[src/rtl/fft_pkg.sv]
// fft_pkg: types and constants shared by the 8-point FFT front end.
//   FFT_N, FFT_DW  : default frame length and component width
//   cplx_t         : one complex sample (re, im), two's complement
//   frame_t        : one natural-order frame of FFT_N samples
//   loader_state_e : loader FSM states
package fft_pkg;

   localparam int FFT_N  = 8;
   localparam int FFT_DW = 16;

   typedef struct packed {
      logic signed [FFT_DW-1:0] re;
      logic signed [FFT_DW-1:0] im;
   } cplx_t;

   typedef cplx_t frame_t [FFT_N];

   typedef enum logic {
      FILL = 1'b0,
      FIRE = 1'b1
   } loader_state_e;

endpackage

[src/rtl/fft_8p_loader.sv]
// fft_8p_loader: serial-to-parallel frame loader in front of the 8-point FFT.
// Collects N complex samples over a valid/ready stream into a natural-order
// frame, then holds the frame with fft_start until the core reports done or
// the wait times out.
//
// Optional build macro: FFT_LOADER_PRESCALE_EN
//   defined   -> each sample is arithmetically shifted right by clog2(N)
//                before it is stored (headroom for the butterfly stages)
//   undefined -> samples are stored unmodified
//
// Ports:
//   clk, arst_n            clock, asynchronous active-low reset
//   s_valid/s_ready        sample handshake
//   s_real, s_imag, s_last sample payload and end-of-frame marker
//   fft_start, fft_done    start (held while frame is valid) / core completion
//   x_real, x_imag         packed frame, slice k = k-th accepted sample
//   frame_err              one-cycle pulse on s_last mismatch
//   timeout_err            one-cycle pulse when the core never completes
//   frame_cnt              completed frames, wraps at 2^16
//
// state | meaning
// ------+-------------------------------------------------------------
// FILL  | accepting samples into the buffer, s_ready=1
// FIRE  | frame held, fft_start=1, waiting for fft_done or timeout
module fft_8p_loader
   import fft_pkg::*;
#(
   parameter int DATA_WIDTH = FFT_DW,
   parameter int N          = FFT_N,
   parameter int TIMEOUT    = 64
) (
   input  logic                    clk,
   input  logic                    arst_n,
   input  logic                    s_valid,
   output logic                    s_ready,
   input  logic [DATA_WIDTH-1:0]   s_real,
   input  logic [DATA_WIDTH-1:0]   s_imag,
   input  logic                    s_last,
   output logic                    fft_start,
   input  logic                    fft_done,
   output logic [N*DATA_WIDTH-1:0] x_real,
   output logic [N*DATA_WIDTH-1:0] x_imag,
   output logic                    frame_err,
   output logic                    timeout_err,
   output logic [15:0]             frame_cnt
);

   localparam int IW = $clog2(N);
   localparam int TW = $clog2(TIMEOUT + 1);
   localparam logic [IW-1:0] IDX_LAST = IW'(N - 1);
   // Wait timer counts down from TIMEOUT-1 in the first FIRE cycle, so the
   // terminal count is reached in FIRE cycle TIMEOUT.
   localparam logic [TW-1:0] TC_LOAD  = TW'(TIMEOUT - 1);
   // fft_done is honoured from the third FIRE cycle on; the core needs start
   // held across its two input register stages.
   localparam logic [TW-1:0] DONE_OK  = TW'(TIMEOUT - 3);

   loader_state_e state, state_nxt;

   logic                  run_q;
   logic [IW-1:0]         idx;
   logic [TW-1:0]         wait_cnt;
   logic [DATA_WIDTH-1:0] buf_re [N];
   logic [DATA_WIDTH-1:0] buf_im [N];
   logic [DATA_WIDTH-1:0] d_re, d_im;
   logic                  accept, at_last, done_ok, tc_hit;

   // run_q keeps s_ready low while reset is applied and for the first edge after.
   assign s_ready   = run_q && (state == FILL);
   assign accept    = s_valid && s_ready;
   assign at_last   = (idx == IDX_LAST);
   assign fft_start = (state == FIRE);
   assign done_ok   = fft_done && (wait_cnt <= DONE_OK);
   assign tc_hit    = (wait_cnt == '0);

`ifdef FFT_LOADER_PRESCALE_EN
   assign d_re = $signed(s_real) >>> IW;
   assign d_im = $signed(s_imag) >>> IW;
`else
   assign d_re = s_real;
   assign d_im = s_imag;
`endif

   always_comb begin
      state_nxt = state;
      case (state)
         FILL:    if (accept && at_last && s_last) state_nxt = FIRE;
         FIRE:    if (done_ok || tc_hit)           state_nxt = FILL;
         default: state_nxt = FILL;
      endcase
   end

   always_ff @(posedge clk or negedge arst_n) begin
      if (!arst_n) begin
         state       <= FILL;
         run_q       <= 1'b0;
         idx         <= '0;
         wait_cnt    <= TC_LOAD;
         frame_err   <= 1'b0;
         timeout_err <= 1'b0;
         frame_cnt   <= '0;
      end else begin
         state       <= state_nxt;
         run_q       <= 1'b1;
         frame_err   <= 1'b0;
         timeout_err <= 1'b0;
         if (accept) begin
            // s_last must coincide with the N-th sample; otherwise restart.
            if (at_last != s_last) begin
               frame_err <= 1'b1;
               idx       <= '0;
            end else begin
               idx <= idx + IW'(1);   // wraps to 0 after the last slot
            end
         end
         if (state == FIRE) begin
            wait_cnt <= wait_cnt - TW'(1);
            if (done_ok)     frame_cnt   <= frame_cnt + 16'd1;
            else if (tc_hit) timeout_err <= 1'b1;
         end else begin
            wait_cnt <= TC_LOAD;
         end
      end
   end

   // Writes happen only on accept, which requires FILL; the frame is frozen in FIRE.
   always_ff @(posedge clk or negedge arst_n) begin
      if (!arst_n) begin
         for (int k = 0; k < N; k++) begin
            buf_re[k] <= '0;
            buf_im[k] <= '0;
         end
      end else if (accept) begin
         buf_re[idx] <= d_re;
         buf_im[idx] <= d_im;
      end
   end

   for (genvar k = 0; k < N; k++) begin : g_pack
      assign x_real[k*DATA_WIDTH +: DATA_WIDTH] = buf_re[k];
      assign x_imag[k*DATA_WIDTH +: DATA_WIDTH] = buf_im[k];
   end

endmodule

[config.mk]
export PLATFORM = sky130hd
export DESIGN_NAME = fft_8p_loader
export DESIGN_NICKNAME = d
export VERILOG_FILES = /design/src/rtl/fft_pkg.sv /design/src/rtl/fft_8p_loader.sv
export SDC_FILE = /design/constraint.sdc
export NUM_CORES = 1
export LEC_CHECK = 0
export BUFFER_PORTS_ARGS = -buffer_cell sky130_fd_sc_hd__buf_2
export CORE_MARGIN = 1.5
export CORE_UTILIZATION = 47
export DETAILED_ROUTE_END_ITERATION = 10
export PLACE_DENSITY = 0.84
export SLEW_MARGIN = 30
export SYNTH_ARGS = -nofsm -noshare
export SYNTH_HDL_FRONTEND = slang
export SYNTH_SLANG_ARGS = --single-unit
export TNS_END_PERCENT = 30
[constraint.sdc]
create_clock -name clk -period 1.9 [get_ports clk]
set_clock_uncertainty 0.05 [all_clocks]
set_input_delay 0.095 -clock clk [delete_from_list [all_inputs] [get_ports clk]]
set_output_delay 0.095 -clock clk [all_outputs]
set_load 0.05 [all_outputs]
==> impl_results.md, run 1 <==
- Status: finished with violations
- Failing checks: setup timing
- Post-Syn Instances: 668
- Final ANT Viol Nets: 0
- CP Max Fanout: 10
- Die area: 0.0241 mm2
- Latest clock arrival within the worst-skew pair: 0.53 ns
- Slew of the pin with the lowest slew margin: 0.631 ns
- Hold Startpoint: fft_done
- Post-synth net total: 711
- Initial DRC count: 265
- Final period util: 101%
- Synth warn: 0
- Largest net degree at the start of global routing: 75
- Worst path slowest cell: dfstp_2
- H-tree Lvls: 1
- Buf+Inv Stages, Crit Path: 1
- CP Class: flop to flop
- Global-route wire length before repair: 42,700 um
- Total CTS buffers: 28
- Post-synthesis register bit count: 286
- Drt pass-1 iters: 4
- DP HPWL: 18,500 um
- Peak supply drop: 1.05 mV
- Register area share after synthesis: 65.8%
- Via count: 7,140
- Clk root buf: clkbuf_16
- Mapped Area: 0.0109 mm2
- ANT cells: 0
- Vias in the first global route: 7,595
- RD Place Congestion: 0.806
- Worst R2R Start: wait_cnt[0]
- PwrDens: 1650 mW/mm2
- Max Cap Viol: 0
- Netlist cell types: 35
- Startpoint types: flop
- Final min period: 1.91 ns
- Crit path required time: 2.25 ns
- CTS clk-pin slew, worst paths: 0.06 ns
- CORE AREA: 0.0227 mm2
- Commonest non-fill, non-tap cell in the layout: buf_2
- GRT overflow: 0
- CTS sink count: 286
- CP Launch Point: wait_cnt[0]
- CTS tree: built
- Initial antenna violation count: 0
- Starting Density: 47.9%
- DP Area: 0.0130 mm2
- Layout cells sized above 1: 60.5%
- Finished layout cell area: 0.0143 mm2
- Lkg Pwr: 7.54 nW
- Worst setup EP type: flop
- Worst EP arrival: 2.27 ns
- Final worst slack: -0.0105 ns
- Port bufs: 312
- P&R area growth vs syn: 31.8%
- GR Util All Layers: 22.8%
- Top delay family on crit path: flip-flops
- Worst relative slew slack: 57.9%
- Final setup vio count: 2
- Hold Crit Class: input pin to flop
- IO Count: 313
- Fin. Hold Viols: 0
- RSZ-0062 raised after global routing: true
- Final WL: 27,800 um
- Syn avg cell area: 16.3 um2
- Clock Path Buffers: 3
- Worst path max stage delay: 0.56 ns
- Commonest cells after routing, fill and taps aside: buf_2, dfrtp_1, mux2_2, dlygate4sd3_1, clkbuf_16
- # rows: 55
- Setup_tns: -0.0147 ns
- Die X: 155 um
- Max-slew violations: 0
- DIE HEIGHT: 155 um
- Setup bufs post-CTS: 0
- Wire per inst: 20.6 um
- Post-layout net count: 1,086
- Critical-path cell list: ha_1 > and4b_1 > a211oi_2 > buf_6 > nand4_1 > xnor2_2
- Residual DRC: 0
- DR vias/cell: 5.29
- Peak Freq: 0.523 GHz
==> synth_stat cells, drive strengths merged <==
cell	count	area share, %
nand3	7	0.32
clkbuf	1	0.034
nand2b	1	0.058
o22ai	1	0.058
nand4	9	0.52
nor3	3	0.18
and2	1	0.058
a22o	2	0.16
nand2	13	0.45
dfstp	6	1.4
o21a	1	0.069
xor2	3	0.24
and4	2	0.16
dfrtp	280	64
mux2	258	27
ha	6	0.69
nor3b	2	0.23
inv	4	0.14
or3	1	0.058
buf	26	1.4
o21ai	1	0.046
a211oi	2	0.18
conb	1	0.034
xnor2	17	1.4
and4b	1	0.092
nor4	1	0.058
nor2b	2	0.11
a21oi	2	0.092
and3	3	0.17
nor2	7	0.24
nand3b	4	0.28
==> layout make-up <==
class | instances | area [um2]
inverter | 4 | 15.0
fill | 1643 | 8370
multi-input combinational | 351 | 3620
timing repair buffer | 372 | 2240
tap | 285 | 357
clock buffer | 38 | 800
clock inverter | 14 | 153
sequential | 286 | 7170
==> metal layers <==
layer | vias up | global-route usage [%] | share of wire [%] | wire length (um)
met5 | - | 0 | 0 | 0
li1 | 3128 | - | - | -
met3 | 81 | 5.04 | 6.1 | 1700
met2 | 275 | 39.2 | 49 | 13700
met1 | 3656 | 28.0 | 41 | 11300
met4 | 0 | 8.98 | 4.0 | 1110
==> flip-flops by register name, summed over array words and instances, names as in the netlist <==
| register | cells |
|---|---|
| fft_start | 1 |
| frame_cnt | 16 |
| frame_err | 1 |
| idx | 3 |
| run_q | 1 |
| timeout_err | 1 |
| wait_cnt | 7 |
| x_imag | 128 |
| x_real | 128 |
==> kinds of logic (layout without fill, tap and decap cells) <==
logic type	after synthesis	in the layout	share of synthesized area (%)
adder cells (fa/ha/maj)	6	6	0.690
XOR/XNOR	20	20	1.61
multiplexers	258	258	26.7
other	1	1	0.0344
AO/OA/AOI/OAI	9	9	0.609
flip-flops	286	286	65.8
AND/OR/NAND/NOR	57	57	2.99
buffers and inverters	31	428	1.57
==> report_power, final <==
group | internal [W] | switching (W) | leakage (nW)
clock | 0.00335 | 0.00232 | 0.466
combinational | 0.00234 | 0.00723 | 3.35
sequential | 0.00766 | 0.000815 | 3.72
==> worst reg2reg max path, cell delays in order (launching register included) <==
cell	delay, ns
dfstp_2	0.56
ha_1	0.19
and4b_1	0.26
a211oi_2	0.23
buf_6	0.17
nand4_1	0.15
xnor2_2	0.17
==> per-stage QoR <==
stage	hold WS, ns	power (W)	setup WS [ns]	std cells	util, %
2_1_floorplan	-0.251	0.0156	-0.114	668	-
3_3_place_gp	0.0711	0.0178	0.124	1264	57.4
3_5_place_dp	0.0777	0.0181	0.0532	1264	57.4
4_1_cts	0.0494	0.0238	0.0386	1350	63.1
5_1_grt	0.103	0.0245	-0.0801	1350	63.2
6_report	0.0810	0.0237	-0.0105	1350	63.2
==> path summary, 6_finish.rpt <==
path | endpoint | slack (ns) | cells past startpoint
worst max-delay path | frame_cnt[4] | -0.01 | 6
worst min-delay path | frame_cnt[12] | 0.08 | 5
worst max register to register | frame_cnt[4] | -0.01 | 6
worst min register to register | frame_cnt[15] | 0.42 | 1
max in group asynchronous | x_imag[31] | 1.00 | 3
min in group asynchronous | x_imag[109] | 0.09 | 2
==> timing repair <==
item | in CTS | in global routing
hold endpoints to repair | 505 | 0
hold buffers | 34 | 0
resized for setup | 0 | 5
endpoints found under the setup margin | 0 | 9
(Power assumes the default switching activity.)
==> inputs of run 2 (changes only) <==
--- a/config.mk
+++ b/config.mk
@@ -8,2 +8,3 @@
 export BUFFER_PORTS_ARGS = -buffer_cell sky130_fd_sc_hd__buf_2
+export CORE_ASPECT_RATIO = 1.75
 export CORE_MARGIN = 1.5
--- a/constraint.sdc
+++ b/constraint.sdc
@@ -4,2 +4,2 @@
 set_output_delay 0.095 -clock clk [all_outputs]
-set_load 0.05 [all_outputs]
+set_load 0.1 [all_outputs]
==> run 2 against run 1 <==
Compared with the run above:
- the flow now finishes without violations
- cell count increased by 1.6%
- register-to-register slack improved by 0.05 ns
- routed wire length increased by 0.82%
- non-clock buffer count increased by 9
- core utilization increased by 0.37 points
- clock-buffer cell count decreased by 1
- global-route usage decreased by 0.081 points
- hold slack got worse by 0.059 ns
==> impl_results.md, run 2 (synthesis gave the netlist of run 1 again) <==
- Utilization after layout: 63.5% (+0.37 points)
- Max Cap Viol: 0 (unchanged)
- Final WL: 28,000 um (+0.82%)
- Clock Path Buffers: 3 (unchanged)
- DP Area: 0.0131 mm2 (+0.49%)
- Hold Crit Class: input pin to asynchronous set/reset pin
- CORE AREA: 0.0227 mm2 (+0.15%)
- Starting Density: 47.9% (-0.071 points)
- DP HPWL: 19,000 um (+2.7%)
- Fin. Hold Viols: 0 (unchanged)
- Wire per inst: 20.5 um (-0.73%)
- RD Place Congestion: 0.817 (+1.3%)
- Die X: 118 um (-24%)
- Status: finished, final reports clean
- Max-slew violations: 0 (unchanged)
- DR vias/cell: 5.17 (-2.3%)
- Clk root buf: clkbuf_16
- Peak Freq: 0.536 GHz (+2.4%)
- CP Class: flop to flop
- Finished layout cell area: 0.0144 mm2 (+0.73%)
- Crit path required time: 2.27 ns (+0.02 ns)
- Commonest cells after routing, fill and taps aside: buf_2, dfrtp_1, mux2_2, dlygate4sd3_1, clkbuf_16
- Drt pass-1 iters: 4 (unchanged)
- Initial antenna violation count: 1 (+1)
- Placed Cells incl. Taps: 1,281 (+1.3%)
- IO Count: 313 (unchanged)
- CTS sink count: 286 (unchanged)
- Post-Layout Cell Count: 1,371 (+1.6%)
- Commonest non-fill, non-tap cell in the layout: buf_2
- Vias in the first global route: 7,506 (-1.2%)
- CTS clk-pin slew, worst paths: 0.07 ns (about the same)
- Final period util: 98.2% (-2.4 points)
- H-tree Lvls: 1 (unchanged)
- Final min period: 1.87 ns (-0.0450 ns)
- Worst setup EP type: flop
- Initial DRC count: 362 (+37%)
- # rows: 73 (+33%)
- Via count: 7,082 (-0.81%)
- Layout cells sized above 1: 60.7% (+0.18 points)
- CTS tree: built
- Final setup vio count: 0 (-2)
- DIE HEIGHT: 204 um (+32%)
- Worst path slowest cell: dfrtp_4
- Worst path max stage delay: 0.49 ns (-0.07 ns)
- RSZ-0062 raised after global routing: true
- Die area: 0.0241 mm2 (+0.15%)
- GR Util All Layers: 22.7% (-0.081 points)
- Global-route wire length before repair: 42,300 um (-0.81%)
- Port bufs: 312 (unchanged)
- Worst EP arrival: 2.23 ns (-0.04 ns)
- Final ANT Viol Nets: 0 (unchanged)
- Worst relative slew slack: 64.7% (+6.8 points)
- Critical-path cell list: nand3b_1 > nor2_2 > nand3b_1 > buf_4 > clkbuf_16 > mux2_2
- Slew of the pin with the lowest slew margin: 0.534 ns (-0.0978 ns)
- CP Max Fanout: 10 (unchanged)
- Largest net degree at the start of global routing: 64 (-15%)
- Latest clock arrival within the worst-skew pair: 0.53 ns (about the same)
- Post-layout net count: 1,093 (+0.64%)
- Startpoint types: flop
- CP dominant cell by count: nand3b_1
- P&R area growth vs syn: 32.7%
- Total CTS buffers: 26 (-7.1%)
- GRT overflow: 0 (unchanged)
- Residual DRC: 0 (unchanged)
-- run 2: cell count changes in the layout (fill, tap and decap cells not counted), sizes merged --
cell      previous run  this run
buf                338       345
clkinvlp             3         1
clkbuf              38        39
clkinv               8         7
diode                0         1
-- run 2: cell type report --
class                      count  area, um2
antenna                        1       2.50
clock buffer                  37        743
clock inverter                11        144
fill                        1617       8290
inverter                       4       15.0
multi-input combinational    351       3620
sequential                   286       7170
tap                          300        375
timing repair buffer         381       2380
-- run 2: metal layers --
metal,vias up,GRT usage [%],share of wire (%)
met5,-,0,0
met4,0,11.1,4.2
met3,63,3.40,3.9
met2,230,42.1,55
met1,3667,25.2,37
li1,3122,-,-
-- run 2: worst paths after layout --
path	startpoint	end	cells past startpoint	slack, ns
worst min-delay path	arst_n	frame_cnt[4]	2	0.02
worst max register to register	fft_start	x_real[38]	6	0.03
worst min register to register	x_real[98]	x_real[98]	1	0.43
max in group asynchronous	arst_n	x_imag[62]	3	1.00
min in group clk	fft_done	frame_cnt[12]	5	0.05
worst max-delay path	fft_start	x_real[38]	6	0.03
-- run 2: what timing repair did --
| item | 4_1_cts | 5_1_grt |
|---|---|---|
| setup buffers | 0 | 5 |
| setup endpoints to repair | 13 | 99 |
| gates cloned | 0 | 2 |
| hold buffers | 34 | 0 |
| hold endpoints to repair | 539 | 0 |
| pin swaps | 0 | 2 |
| resized for setup | 2 | 9 |
-- run 2: through the flow --
step                      setup WS (ns)  setup TNS, ns  hold slack (ns)
final                            0.0345              0           0.0222
after global routing            -0.0346         -0.586           0.0545
after CTS                       -0.0167        -0.0782           0.0212
after detailed placement        -0.0107        -0.0254          0.00644
after global placement         -0.00768        -0.0572         -0.00280
after floorplan                  -0.464         -57.68           -0.251
-- run 2: critical path: cells and delay by family (launching register included) --
family	cells	cell delay, ns
buffers and inverters	2	0.36
DFF	1	0.49
muxes	1	0.27
and+or+nand+nor	3	0.57
Power of run 2 is not shown: default switching activity piles up to over one toggle a cycle in this logic, so the estimate is an artifact.
